### config.mk
export PLATFORM = sky130hd
export DESIGN_NAME = multi_word_talker_flat
export DESIGN_NICKNAME = d
export VERILOG_FILES = /design/src/rtl/multi_word_talker_pkg.sv /design/src/rtl/multi_word_talker_if.sv /design/src/rtl/multi_word_talker_sync.sv /design/src/rtl/multi_word_talker.sv /design/src/flat_wrapper.sv
export SDC_FILE = /design/constraint.sdc
export NUM_CORES = 1
export LEC_CHECK = 0
export ABC_AREA = 1
export CORE_AREA = 2 2 80 67
export DETAILED_ROUTE_END_ITERATION = 6
export DIE_AREA = 0 0 82 69
export GPL_ROUTABILITY_DRIVEN = 0
export PLACE_DENSITY = 0.78
export SETUP_SLACK_MARGIN = 0.1
export SYNTH_ARGS = -nofsm -noshare
export SYNTH_HDL_FRONTEND = slang
export SYNTH_SLANG_ARGS = --single-unit
### constraint.sdc
create_clock -name clk -period 6.3 [get_ports clk]
set_input_delay 1.89 -clock clk [delete_from_list [all_inputs] [get_ports clk]]
set_output_delay 1.89 -clock clk [all_outputs]
set_load 0.05 [all_outputs]
### src/rtl/multi_word_talker_pkg.sv
// talker_pkg: shared FSM state encoding, default widths and a sizing helper for multi_word_talker
package talker_pkg;
    typedef enum logic [1:0] {IDLE, REQ_HI, ACK_WAIT_LO, ERR} talker_state_t;
    localparam int DEF_DATA_W      = 8;
    localparam int DEF_DEPTH       = 4;
    localparam int DEF_SYNC_STAGES = 2;
    localparam int DEF_TIMEOUT_CYC = 255;
    function automatic int clog2_safe(input int n);
        return (n <= 2) ? 1 : $clog2(n);
    endfunction
endpackage

### src/rtl/multi_word_talker_if.sv
// multi_word_talker_if: producer-side stream, CDC req/ack link and status of multi_word_talker
interface multi_word_talker_if
    import talker_pkg::*;
#(
    parameter int DATA_W = DEF_DATA_W,
    parameter int DEPTH  = DEF_DEPTH
);
    logic              in_valid;
    logic [DATA_W-1:0] in_data;
    logic              in_ready;
    logic              ack_in;
    logic              req_out;
    logic [DATA_W-1:0] data_out;
    logic              busy;
    logic [$clog2(DEPTH):0] level;
    logic              err;
    modport master (output in_valid, in_data, ack_in, input in_ready, req_out, data_out, busy, level, err);
    modport slave  (input in_valid, in_data, ack_in, output in_ready, req_out, data_out, busy, level, err);
endinterface

### src/rtl/multi_word_talker_sync.sv
// ack_synchronizer: flop chain bringing the remote ack into the clk domain
module ack_synchronizer
    import talker_pkg::*;
#(
    parameter int SYNC_STAGES = DEF_SYNC_STAGES
) (
    input  logic clk,
    input  logic reset,
    input  logic async_in,
    output logic sync_out
);
    logic [SYNC_STAGES-1:0] chain;
    // Shift the asynchronous ack through the chain, cleared on reset
    always_ff @(posedge clk)
        chain <= reset ? '0 : {chain[SYNC_STAGES-2:0], async_in};
    assign sync_out = chain[SYNC_STAGES-1];
endmodule

### src/rtl/multi_word_talker.sv
// multi_word_talker: FIFO-buffered 4-phase req/ack sender for a CDC link; TALKER_TIMEOUT_EN adds an ack timeout with a terminal ERR state
module multi_word_talker
    import talker_pkg::*;
#(
    parameter int DATA_W      = DEF_DATA_W,
    parameter int DEPTH       = DEF_DEPTH,
    parameter int SYNC_STAGES = DEF_SYNC_STAGES,
    parameter int TIMEOUT_CYC = DEF_TIMEOUT_CYC
) (
    input logic clk,
    input logic reset,
    multi_word_talker_if.slave bus
);
    localparam int PTR_W = clog2_safe(DEPTH);
    localparam int LVL_W = $clog2(DEPTH) + 1;

    if (DEPTH < 2 || (DEPTH & (DEPTH - 1)) != 0 || SYNC_STAGES < 2 || TIMEOUT_CYC < 1) begin : g_bad_cfg
        $error("multi_word_talker: invalid parameter set");
    end

    logic [DATA_W-1:0] mem [DEPTH];
    logic [PTR_W-1:0]  wr_ptr, rd_ptr;
    logic [LVL_W-1:0]  level;
    logic              ack_sync, full, empty, push, pop, expired;
    talker_state_t     state;

    assign full         = level == LVL_W'(DEPTH);
    assign empty        = level == '0;
    assign push         = bus.in_valid && !full;
    assign pop          = state == IDLE && !empty;
    assign bus.in_ready = !full;
    assign bus.level    = level;
    assign bus.busy     = state != IDLE || !empty;

    ack_synchronizer #(.SYNC_STAGES(SYNC_STAGES)) u_sync (
        .clk(clk),
        .reset(reset),
        .async_in(bus.ack_in),
        .sync_out(ack_sync)
    );

    // FIFO storage; a word written here is only readable from the next cycle
    always_ff @(posedge clk)
        if (push) mem[wr_ptr] <= bus.in_data;

    // FIFO pointers and occupancy; a push on full is dropped even when a pop frees a slot
    always_ff @(posedge clk) begin
        if (reset) begin
            wr_ptr <= '0;
            rd_ptr <= '0;
            level  <= '0;
        end else begin
            if (push) wr_ptr <= wr_ptr + PTR_W'(1);
            if (pop) rd_ptr <= rd_ptr + PTR_W'(1);
            level <= level + LVL_W'(push) - LVL_W'(pop);
        end
    end

`ifdef TALKER_TIMEOUT_EN
    localparam int CNT_W = clog2_safe(TIMEOUT_CYC);
    logic [CNT_W-1:0] cnt;
    logic             err_q;
    assign expired = cnt == CNT_W'(TIMEOUT_CYC - 1) &&
                     ((state == REQ_HI && !ack_sync) || (state == ACK_WAIT_LO && ack_sync));
    assign bus.err = err_q;
    // Per-phase wait counter, zero outside the ack phases and restarted on each phase entry
    always_ff @(posedge clk)
        cnt <= (reset || state == IDLE || state == ERR || (state == REQ_HI && ack_sync)) ? '0 : cnt + CNT_W'(1);
    // Sticky timeout flag, set on the same edge the FSM enters ERR
    always_ff @(posedge clk)
        err_q <= reset ? 1'b0 : err_q | expired;
`else
    assign expired = 1'b0;
    assign bus.err = 1'b0;
`endif

    // Handshake FSM: launch head word, wait ack high, wait ack low; ERR traps a stalled peer
    always_ff @(posedge clk) begin
        if (reset) begin
            state        <= IDLE;
            bus.req_out  <= 1'b0;
            bus.data_out <= '0;
        end else if (expired) begin
            state       <= ERR;
            bus.req_out <= 1'b0;
        end else begin
            case (state)
                IDLE: if (!empty) begin
                    bus.data_out <= mem[rd_ptr];
                    bus.req_out  <= 1'b1;
                    state        <= REQ_HI;
                end
                REQ_HI: if (ack_sync) begin
                    bus.req_out <= 1'b0;
                    state       <= ACK_WAIT_LO;
                end
                ACK_WAIT_LO: if (!ack_sync) state <= IDLE;
                default: ;
            endcase
        end
    end
endmodule
### src/flat_wrapper.sv
// flat-port wrapper written by rule: the top's interface ports become plain ports
module multi_word_talker_flat import talker_pkg::*;
#(
    parameter int DATA_W      = DEF_DATA_W,
    parameter int DEPTH       = DEF_DEPTH,
    parameter int SYNC_STAGES = DEF_SYNC_STAGES,
    parameter int TIMEOUT_CYC = DEF_TIMEOUT_CYC
)
  (clk, reset, bus_in_valid, bus_in_data, bus_ack_in, bus_in_ready, bus_req_out, bus_data_out, bus_busy, bus_level, bus_err);
  multi_word_talker_if #(.DATA_W(DATA_W), .DEPTH(DEPTH)) bus_i ();
  input logic clk;
  input logic reset;
  input wire logic [$bits(bus_i.in_valid)-1:0] bus_in_valid;
  input wire logic [$bits(bus_i.in_data)-1:0] bus_in_data;
  input wire logic [$bits(bus_i.ack_in)-1:0] bus_ack_in;
  output wire logic [$bits(bus_i.in_ready)-1:0] bus_in_ready;
  output wire logic [$bits(bus_i.req_out)-1:0] bus_req_out;
  output wire logic [$bits(bus_i.data_out)-1:0] bus_data_out;
  output wire logic [$bits(bus_i.busy)-1:0] bus_busy;
  output wire logic [$bits(bus_i.level)-1:0] bus_level;
  output wire logic [$bits(bus_i.err)-1:0] bus_err;
  assign bus_i.in_valid = bus_in_valid;
  assign bus_i.in_data = bus_in_data;
  assign bus_i.ack_in = bus_ack_in;
  assign bus_in_ready = bus_i.in_ready;
  assign bus_req_out = bus_i.req_out;
  assign bus_data_out = bus_i.data_out;
  assign bus_busy = bus_i.busy;
  assign bus_level = bus_i.level;
  assign bus_err = bus_i.err;
  multi_word_talker #(.DATA_W(DATA_W), .DEPTH(DEPTH), .SYNC_STAGES(SYNC_STAGES), .TIMEOUT_CYC(TIMEOUT_CYC)) u_core (.clk(clk), .reset(reset), .bus(bus_i));
endmodule
==> flow_metrics.tcl, run 1 <==
set metrics [dict create \
    busiest_layer "met2" \
    grt_pass1_wl_um 6530 \
    p_total_uw 1270 \
    use_met1 0.215 \
    die_y_um 69 \
    finalWirelength_um 3970 \
    final-seq-area_mm2 0.00136 \
    ys_warn_count 0 \
    drtIter0Drc 110 \
    overflow 0 \
    drtAntennaViolNets 0 \
    crit_arrival_ns 2.00 \
    p_per_area_mw_per_mm2 470 \
    drv_slew 0 \
    grt_max_degree 36 \
    tritoncts.num_buffers 5 \
    grt_pass1_vias 1471 \
    cap_violations 0 \
    start_util 0.490 \
    setup_violations 0 \
    synth_fp_nets 286 \
    drc 0 \
    synth_seq_area_share 0.574 \
    rsz0062_at_grt "no" \
    die_area_mm2 0.00566 \
    synth_top_area_cell "edfxtp_1" \
    use_met2 0.231 \
    h-tree-depth 2 \
    areaGrowthSynthToFinish_pct 14.1 \
    grt_usage 0.154 \
    crit_chain "inv_1 > ha_1 > nand3_1 > clkdlybuf4s50_1" \
    worst_slew_pin_slew_ns 1.14 \
    layout.nets 308 \
    post_cts_buffers 0 \
    cts_tree "built" \
    slowest_delay_ns 0.84 \
    fillers 417 \
    rows 23 \
    max-slew-margin-rel 0.241 \
    fp.dieW_um 82 \
    grt_util_met3 0.0275 \
    io_pins 27 \
    clock-sinks 52 \
    synth-seq-cells 52 \
    ctsHoldBuffers 0 \
    period_share 0.618 \
    diodes 0 \
    end_kind "primary output" \
    crit_path_max_fanout 6 \
    vias 1599 \
    startpoint_type "register" \
    hp-class "reg2reg" \
    path_class "reg2out" \
    p_leak_uw 0.00117 \
    slowest_stage "clkdlybuf4s50_1" \
    dpl.hpwl_um 2840 \
    ys_types 20 \
    max_freq_ghz 0.257 \
    drive_above_1_share 0.0383 \
    required_ns 4.41 \
    finalHoldViolations 0 \
    drt-pass1-iter-count 4 \
    ctsResizeCount 0 \
    cts.clk_slew.worst_paths_ns 0.09 \
    period_needed_ns 3.89 \
    peakVddDrop_v 0.000339 \
    coreArea_mm2 0.00483 \
    skew_ns 0.00317 \
    setup-tns-final_ns 0 \
    multi_input_area_um2 729 \
    clock_latency_ns 0.30 \
    viasPerCell 4.58 \
    wl_per_cell_um 11.4 \
    portBuffers 25 \
    netlist_area_mm2 0.00237 \
    cts-root-buf "clkbuf_8" \
    antenna_found_initial 0 \
    synthTopCellsByArea "edfxtp_1, dfxtp_1, nor2_1, inv_1, nand2_1" \
    netlist.area_leader.share 0.405 \
    synthesis.instances 264 \
    synth.avg_cell_area_um2 8.98 \
    ctsLongestPathBuffers 2 \
    status "finished, final reports clean" \
]
==> registers in the layout (all words and copies together) (netlist names) <==
signal	flops
u_core.mem	32
u_core.bus.data_out	8
u_core.bus.level	3
u_core.rd_ptr	2
u_core.state	2
u_core.u_sync.chain	2
u_core.wr_ptr	2
u_core.bus.req_out	1
==> placed cells by master (no fill, tap or decap), types with 5 or more instances in the layout <==
| cell | n |
|---|---|
| and2_1 | 8 |
| edfxtp_1 | 32 |
| ha_1 | 9 |
| dfxtp_1 | 20 |
| nor2_1 | 55 |
| nand2_1 | 46 |
| clkdlybuf4s50_1 | 25 |
| clkbuf_8 | 5 |
| inv_1 | 51 |
| a21oi_1 | 10 |
| nand3_1 | 12 |
==> path summary, 6_finish.rpt <==
kind         cells past startpoint                endpoint  slack, ns              startpoint
max                              4                bus_busy       2.41         u_core.state[0]
min                              2  u_core.u_sync.chain[1]       0.42  u_core.u_sync.chain[0]
max reg2reg                     10     u_core.bus.level[2]       4.02         u_core.state[0]
min reg2reg                      2  u_core.u_sync.chain[1]       0.42  u_core.u_sync.chain[0]
==> critical path, delay by kind of cell (launching register included) <==
| family | cells | cell delay, ns |
|---|---|---|
| adder cells (fa/ha/maj) | 1 | 0.24 |
| buffers and inverters | 2 | 0.91 |
| flip-flops | 1 | 0.36 |
| AND/OR/NAND/NOR | 1 | 0.19 |
==> through the flow <==
stage / hold slack [ns] / util / cells / cell area (um^2) / setup slack (ns)
floorplan: 0.388 / - / 264 / 2370 / 3.14
global placement: 0.396 / 0.541 / 341 / 2610 / 2.78
detailed placement: 0.408 / 0.541 / 341 / 2610 / 2.75
CTS: 0.426 / 0.560 / 349 / 2710 / 2.40
global route: 0.457 / 0.560 / 349 / 2710 / 2.30
finish: 0.420 / 0.560 / 349 / 2710 / 2.41
==> metal layers <==
metal	routed length [um]	vias to the layer above	share of wire
met1	1890	724	0.48
met3	211	4	0.053
met4	70	0	0.018
met2	1790	36	0.45
li1	-	835	-
met5	0	-	0
==> kinds of logic (layout without fill, tap and decap cells) <==
logic type | Yosys count | after routing | share of synthesized area
compound gates | 13 | 13 | 0.0274
xor+xnor | 3 | 3 | 0.0111
fa+ha+maj | 10 | 10 | 0.0559
buf+inv | 62 | 85 | 0.118
flops | 52 | 52 | 0.574
other cells | 1 | 1 | 0.00158
simple gates | 123 | 123 | 0.212
==> synthesized netlist by cell type, drive strengths merged <==
cell and count:
edfxtp 32, nor2 56, xor2 3, inv 52, buf 9, clkbuf 1, fa 1, a21oi 10
ha 9, nand3 12, conb 1, and2 8, dfxtp 20, o21ai 3, nand2 47
==> cell type report <==
class | count | area share
tap | 62 | 0.0287
clock buffer | 5 | 0.0254
multi-input combinational | 150 | 0.270
timing repair buffer | 25 | 0.0925
inverter | 52 | 0.0722
clock inverter | 3 | 0.00833
sequential | 52 | 0.503
==> power by group <==
group	leakage [uW]	switching (uW)	internal, uW
Clock	0.0000485	111	79.7
Combinational	0.000666	372	205
Sequential	0.000459	70.2	433
Total	0.00117	552	718
Note: power is estimated with default switching activity, not from simulation.
==> run 2, diff against run 1 <==
PLACE_DENSITY = 0.81   (was 0.78)
clock period = 3.1 ns   (was 6.3 ns; I/O delays follow)
==> run 2 against run 1 <==
Compared with the run above: register-to-register slack got worse by 3.2 ns; final area rose by 1.6%; sequential power increased by 100%; routed wire length is 5.8% lower; worst setup slack worse by 2.0 ns; cell count grew 1.4%; via count down 3.5%; combinational power grew 100%; sequential cell count unchanged; hold slack lost 0.0078 ns; core utilization is 0.88 points higher; clock power is 110% higher; highest routed layer unchanged.
==> flow_metrics.tcl, run 2 (synthesis results as in run 1) <==
set metrics [dict create \
    hold_depth 2 \
    use_met2 0.231 \
    p_leak_uw 0.00120 \
    top_register "u_core.mem" \
    rr_endpoint "u_core.bus.level[2]" \
    fillers 412 \
    max_freq_ghz 0.376 \
    antenna_found_initial 0 \
    grt_pass1_vias 1438 \
    cts-root-buf "clkbuf_8" \
    ctsHoldBuffers 0 \
    drive_above_1_share 0.0548 \
    end_kind "primary output" \
    status "finished, final reports clean" \
    wl_per_cell_um 10.6 \
    final_common_cell "nor2_1" \
    grt_pass1_wl_um 6260 \
    die_area_mm2 0.00566 \
    busiest_layer "met2" \
    setup-tns-final_ns 0 \
    required_ns 2.17 \
    drtAntennaViolNets 0 \
    grt_usage 0.148 \
    hp-class "reg2reg" \
    post-route-util 0.568 \
    place_area_mm2 0.00265 \
    path_class "reg2out" \
    rrSetupSlack_ns 0.81 \
    grt_util_met3 0.0432 \
    fp.dieW_um 82 \
    period_needed_ns 2.66 \
    drt-pass1-iter-count 4 \
    grt_max_degree 36 \
    h-tree-depth 2 \
    diodes 0 \
    tritoncts.num_buffers 5 \
    die_y_um 69 \
    start_util 0.490 \
    hold-path-endpoint "u_core.u_sync.chain[1]" \
    multi_input_area_um2 729 \
    hold_ws_ns 0.412 \
    crit_path_max_fanout 4 \
    finalHoldViolations 0 \
    finalWirelength_um 3740 \
    viasPerCell 4.36 \
    use_met1 0.187 \
    cap_violations 0 \
    coreArea_mm2 0.00483 \
    drv_slew 0 \
    dpl.hpwl_um 2810 \
    timing.rr.start "u_core.state[0]" \
    rsz0062_at_grt "no" \
    p_per_area_mw_per_mm2 943 \
    worst_slew_pin_slew_ns 1.08 \
    setup_violations 0 \
    io_pins 27 \
    r2r_cells 10 \
    drtIter0Drc 69 \
    rows 23 \
    vias 1543 \
    hp-start "u_core.u_sync.chain[0]" \
    ctsLongestPathBuffers 2 \
    final-seq-area_mm2 0.00136 \
    startpoint_type "register" \
    clock-sinks 52 \
    skew_ns 0.00790 \
    cts.clk_slew.worst_paths_ns 0.09 \
    reg_top3 "u_core.mem (32), u_core.bus.data_out (8), u_core.bus.level (3)" \
    largest_reg_flops 32 \
    areaGrowthSynthToFinish_pct 15.9 \
    max-slew-margin-rel 0.278 \
    portBuffers 25 \
    clock_latency_ns 0.31 \
    layout.nets 313 \
    final_cell_mix "nor2_1, inv_1, nand2_1" \
    drc 0 \
    period_share 0.858 \
    peakVddDrop_v 0.000661 \
    overflow 0 \
    cts_tree "built" \
    final_cell_area_mm2 0.00275 \
    crit_arrival_ns 1.73 \
]
-- run 2: worst max path at each step --
| stage | startpoint | to | slack (ns) |
|---|---|---|---|
| 2_1_floorplan | u_core.bus.level[2] | u_core.bus.level[2] | 0.75 |
| 3_3_place_gp | u_core.state[0] | bus_busy | 0.54 |
| 3_5_place_dp | u_core.state[0] | bus_busy | 0.48 |
| 4_1_cts | u_core.state[0] | bus_busy | 0.14 |
| 5_1_grt | u_core.bus.level[1] | bus_in_ready | 0.38 |
| 6_report | u_core.bus.level[1] | bus_in_ready | 0.44 |
-- run 2: final cells by class --
class	instances	area share
timing repair buffer	30	0.106
inverter	52	0.0710
clock inverter	3	0.00911
sequential	52	0.495
clock buffer	5	0.0250
multi-input combinational	150	0.265
tap	62	0.0282
-- run 2: per-stage QoR --
stage          cells  total power [uW]  setup WS (ns)
6_report         354              2590          0.439
5_1_grt          354              2800          0.383
4_1_cts          354              2610          0.135
3_5_place_dp     346              2220          0.475
3_3_place_gp     346              2190          0.537
2_1_floorplan    264              1970          0.753
-- run 2: worst max-delay path, stage by stage (launching register included) --
cell,delay [ns]
dfxtp_1,0.42
nor2_2,0.08
nand2_1,0.10
clkdlybuf4s50_1,0.83
-- run 2: repair_timing --
item	CTS	global route
resized for setup	0	1
setup buffers	0	0
endpoints found under the setup margin	0	1
-- run 2: where the power goes --
group / internal (uW) / total (uW) / switching (uW)
Combinational: 423 / 1180 / 754
Clock: 165 / 393 / 228
Sequential: 880 / 1020 / 140
-- run 2: metal layers --
metal | routed length (um) | up-vias
li1 | - | 848
met1 | 1810 | 663
met2 | 1700 | 26
met3 | 157 | 6
met4 | 74 | 0
met5 | 0 | -
==> run 3, diff against run 2 <==
CTS_BUF_LIST = sky130_fd_sc_hd__clkbuf_8   (was not set)
==> results of run 3 <==
The final DEF is identical to that of run 2; final timing and power are the same.
==> RTL edit 1: new RTL, flow settings as in run 2 <==
Encoding of `talker_state_t`: now one-hot (4 bits for 4 states).
--- a/src/rtl/multi_word_talker_pkg.sv
+++ b/src/rtl/multi_word_talker_pkg.sv
@@ -1,6 +1,6 @@
 // talker_pkg: shared FSM state encoding, default widths and a sizing helper for multi_word_talker
 package talker_pkg;
-    typedef enum logic [1:0] {IDLE, REQ_HI, ACK_WAIT_LO, ERR} talker_state_t;
+    typedef enum logic [3:0] {IDLE = 4'b0001, REQ_HI = 4'b0010, ACK_WAIT_LO = 4'b0100, ERR = 4'b1000} talker_state_t;
     localparam int DEF_DATA_W      = 8;
     localparam int DEF_DEPTH       = 4;
     localparam int DEF_SYNC_STAGES = 2;
Behaviour: no difference found for any inputs over 10 cycles, from zero or initial values and one cycle with reset high; not proved beyond that.
==> RTL edit 1 against run 2 <==
Sequential cell count rose by 1. Hold slack worse by 0.0053 ns. Non-clock buffer count is 1 lower. Area after synthesis down 9.4%. Cell count is 16% lower. Wire length unchanged. Design area down 6.5%. Global-route usage shrank 0.45 points. Worst setup slack worse by 0.085 ns. Critical endpoint is now bus_busy. Total power shrank 1.0%. Clock skew fell by 0.0025 ns.
==> RTL edit 1: results (changes against run 2) <==
* Outcome: completed
* R2r worst-path depth: 8 (-2)
* Worst stage delay on the critical path: 0.80 ns (-0.03 ns)
- The largest net degree at the start of global routing is 19 (-47%).
* Metal3 WL: 149 µm (-5.1%)
- The final layout net count is 253 (-19%).
- The HPWL reported at the end of detailed placement was 2.66 mm (-5.1%).
* FF-to-FF setup slack: 1.09 ns (+0.28 ns)
* Via Count: 1469 (-4.8%)
* Met1 layer usage reported by global route: 18.9% (+0.24 points)
- The met2 global-route usage was 22.5% (-0.63 points).
* Switching part of the total: 41.4% (-2.0 points)
- The share of synthesized area occupied by flip-flops and latches came to 64.3% (+6.9 points).
- The number of distinct standard cells referenced by the synthesized netlist was 25 (+25%).
- The adder and majority cell fraction of the synthesized area was 4.43% (-1.2 points).
- Switching pwr: 1.06 mW (-5.6%)
- Syn Nets: 224 (-22%)
- The non-filler instance count after layout was 297 (-16%).
- The routed wire length on met2 was 1.85 mm (+9.1%).
- Wire length of the first global-routing pass: 6.15 mm (-1.8%)
* Top cells by instance count after synthesis: nor2_1, edfxtp_1, dfxtp_1
* Leakage power figure: 0.985 nW (-18%)
- Worst rel slew slack: 60.9% (+33 points)
- Worst clock skew: 0.00540 ns (-0.00250 ns)
* Largest voltage drop on the vdd net: 0.566 mV (-14%)
- Compound-cell area share of the yosys netlist: 10.4% (+7.7 points)
* Syn Inst Count: 205 (-22%)
- Endpoint of the worst register-to-register path: u_core.bus.level[1]
* Overall routed net length: 3.74 mm (unchanged)
* Number of fill cells: 427 (+3.6%)
* Final Hold Slack: 0.407 ns (-0.00532 ns)
- Registers with the most flip-flops: u_core.mem: 32 flops, u_core.bus.data_out: 8 flops
- Total instance count after detailed placement: 289 (-16%)
- The number of DRC markers after the initial detailed-route iteration is 79 (+14%).
==> RTL edit 1: worst max-delay path by stage <==
| stage | start | end | slack, ns | depth (start not counted) |
|---|---|---|---|---|
| finish | u_core.bus.level[1] | bus_busy | 0.35 | 5 |
| detailed placement | bus_in_valid | u_core.bus.level[2] | 0.57 | 7 |
| global placement | bus_in_valid | u_core.bus.level[2] | 0.59 | 7 |
| floorplan | u_core.bus.level[2] | u_core.bus.level[2] | 0.56 | 7 |
| CTS | u_core.bus.level[1] | bus_busy | 0.34 | 5 |
| global route | u_core.bus.level[1] | bus_busy | 0.26 | 5 |
==> RTL edit 1: layout make-up <==
class,count,share of cell area [%]
sequential,53,53.8
multi-input combinational,121,24.5
clock inverter,3,1.61
clock buffer,5,2.68
timing repair buffer,29,10.9
inverter,24,3.51
tap,62,3.02
==> RTL edit 1: stage by stage <==
step	area, µm²	worst slack [ns]
floorplan	2150	0.556
global placement	2460	0.594
detailed placement	2460	0.575
CTS	2570	0.341
global route	2570	0.263
finish	2570	0.354
==> RTL edit 2: new RTL, settings of run 2 <==
Made on the original files. Set the package constant `DEF_DATA_W` to 7 (it was 8).
--- a/src/rtl/multi_word_talker_pkg.sv
+++ b/src/rtl/multi_word_talker_pkg.sv
@@ -1,7 +1,7 @@
 // talker_pkg: shared FSM state encoding, default widths and a sizing helper for multi_word_talker
 package talker_pkg;
     typedef enum logic [1:0] {IDLE, REQ_HI, ACK_WAIT_LO, ERR} talker_state_t;
-    localparam int DEF_DATA_W      = 8;
+    localparam int DEF_DATA_W      = 7;
     localparam int DEF_DEPTH       = 4;
     localparam int DEF_SYNC_STAGES = 2;
     localparam int DEF_TIMEOUT_CYC = 255;
Ports: changed (resized bus_data_out and bus_in_data); port bits go from 27 to 25. The function was not compared with the original's and may differ.
==> RTL edit 2 against run 2 <==
Utilization is 4.7 points lower. Total power is 6.3% lower. Sequential cell count is 5 lower. Cell count is 5.9% lower. Area after synthesis is 8.7% lower. Design area is 8.2% lower. Critical path depth stayed put. Combinational power is 3% lower. Worst setup slack better by 0.061 ns. Hold slack better by 0.010 ns. Wire length is 3.2% lower. First-iteration DRC count is 17% higher. Critical path type unchanged. Largest power group unchanged. Highest routed layer unchanged.
==> RTL edit 2: results (changes against run 2) <==
- In this run the clock root is driven by a clkbuf_8.
- After synthesis, the most frequently instantiated cells are nor2_1, inv_1, nand2_1.
- The quantity of I/O buffers inserted on ports was 23 (-8.0%).
* Number of synthesis warnings: 0 (unchanged)
- Maximum number of pins on one net before global-route repair: 32 (-11%)
- Placed cell areas: 2430 µm² (-8.3%)
* Registers with the most flip-flops: u_core.mem: 28 flops, u_core.bus.data_out: 7 flops, u_core.bus.level: 3 flops
- The number of gates given a new drive strength after cts was 0 (unchanged).
- The peak supply drop was 0.585 mV (-12%).
- The number of flip-flops under the largest register name was 28 (-13%).
- The buffer depth of the longest clock path came to 2 (unchanged).
* Share of cells above drive strength 1: 5.17% (-0.31 points)
* Clock-pin slew of the registers on the worst-case setup and hold paths: 0.09 ns (about the same)
- Wire length of the first global-routing pass: 6.02 mm (-3.8%)
- Detailed placer's ending HPWL: 2.58 mm (-7.9%)
- The number of antenna cells inserted was 0 (unchanged).
* Fraction of registers with async set or reset after synthesis: 0% (unchanged)
- The non-filler instance count after layout was 333 (-5.9%).
- Setup Buffers After CTS: 0 (unchanged)
- Worst clock skew: 0.00606 ns (-0.00185 ns)
* Number of global-route vias before repair: 1285 (-11%)
- Antenna violations before repair: 0 (unchanged)
- Outcome: completed
- Layout net count: 291 (-7.0%)
- Detailed-route wire length per cell: 10.9 µm (+2.9%)
- Crit path DAT: 1.67 ns (-0.06 ns)
- The post-placement setup slack came to 0.441 ns (-0.0340 ns).
* CP max-delay cell: clkdlybuf4s50_1
- The number of buffers added by the clock tree synthesis step is 5 (unchanged).
* Share of the yosys chip area belonging to registers: 56.4% (-1.0 points)
- Number of enable-type register cells in the synthesized netlist: 28 (-13%)
* Kind of cell with the highest combined delay on the critical path: buffers and inverters
- The iteration count of the initial detailed-routing pass came to 4 (unchanged).
* Leakage power figure: 1.10 nW (-8.2%)
* Number of H-tree levels: 2 (unchanged)
* Number of fill cells: 455 (+10%)
* Mean instance size in the synthesized netlist: 8.91 µm² (-0.82%)
- Among all flip-flop cells after synthesis, the most frequent one is edfxtp_1.
* Drt initial violations: 81 (+17%)
* Global-route usage over all layers: 14.2% (-0.56 points)
- The longest individual stage delay on the worst path was 0.81 ns (-0.02 ns).
- The clock reaches the later pin of the worst-skew pair after roughly 0.3 ns.
- Worst-path maximum fanout: 4 (unchanged)
- The final critical-path setup slack came to 0.501 ns (+0.0615 ns).
* Hold Path Class: register to register
- Sorting the synthesized cells by area gives the leading types as edfxtp_1, dfxtp_1, nor2_1, inv_1, nand2_1.
- The synthesized netlist net count is 264 (-7.7%).
- Internal portion of total power: 1.36 mW (-7.4%)
- Area occupied by multi-input gates: 693 µm² (-5.0%)
* Worst Max-Slew Pin Slew: 0.903 ns (-0.178 ns)
* Via Count: 1488 (-3.6%)
* Number of unique standard cell types used by synthesis: 21 (+5.0%)
[RTL edit 2: cell count changes in the layout (fill, tap and decap cells not counted), moves of 2 or more]
cell	run 2	this run
buf_4	5	3
clkdlybuf4s50_1	24	22
edfxtp_1	32	28
inv_1	51	48
inv_6	2	0
nand2_1	46	43
nor2_1	55	50
xor2_1	3	1
[RTL edit 2: cells by family after synthesis]
| group | count (synthesis) | synth area share (%) |
|---|---|---|
| flip-flops | 47 | 56.4 |
| other | 1 | 0.173 |
| adder cells (fa/ha/maj) | 10 | 6.13 |
| AND/OR/NAND/NOR | 116 | 22.3 |
| XOR/XNOR | 1 | 0.405 |
| AO/OA/AOI/OAI | 13 | 3.01 |
| buffers and inverters | 55 | 11.6 |
[RTL edit 2: area by class of cell]
class                           count  area share (%)
Multi-Input combinational cell    141            27.5
Sequential cell                    47            48.4
Timing Repair Buffer               26            10.1
Clock buffer                        5            2.73
Tap cell                           62            3.08
Clock inverter                      3           0.794
Inverter                           49            7.39
[RTL edit 2: power by group through the flow]
| stage | clock (mW) | sequential (mW) | combinational, mW |
|---|---|---|---|
| after floorplan | 0 | 1.10 | 0.705 |
| after global placement | 0 | 0.935 | 1.11 |
| after detailed placement | 0 | 0.942 | 1.14 |
| after CTS | 0.374 | 0.930 | 1.15 |
| after global routing | 0.402 | 0.952 | 1.28 |
| final | 0.360 | 0.927 | 1.14 |
[RTL edit 2: path summary, 6_finish.rpt]
check                         startpoint                     end  slack, ns  cells past startpoint
setup / recovery     u_core.bus.level[1]            bus_in_ready       0.50                      3
hold / removal    u_core.u_sync.chain[0]  u_core.u_sync.chain[1]       0.42                      2
setup reg to reg         u_core.state[0]     u_core.bus.level[2]       0.90                     10
hold reg to reg   u_core.u_sync.chain[0]  u_core.u_sync.chain[1]       0.42                      2
[RTL edit 2: worst min-delay path, cell delays in order (launching register included)]
cell     delay (ns)
dfxtp_1        0.31
inv_1          0.05
nor2_1         0.03
[RTL edit 2: layer usage]
layer  GRT usage (%)  wire [µm]  up-vias
met4            5.56         58        0
met2            21.1       1650       29
met5               0          0        -
li1                -          -      790
met3            3.93        136        6
met1            19.6       1770      663
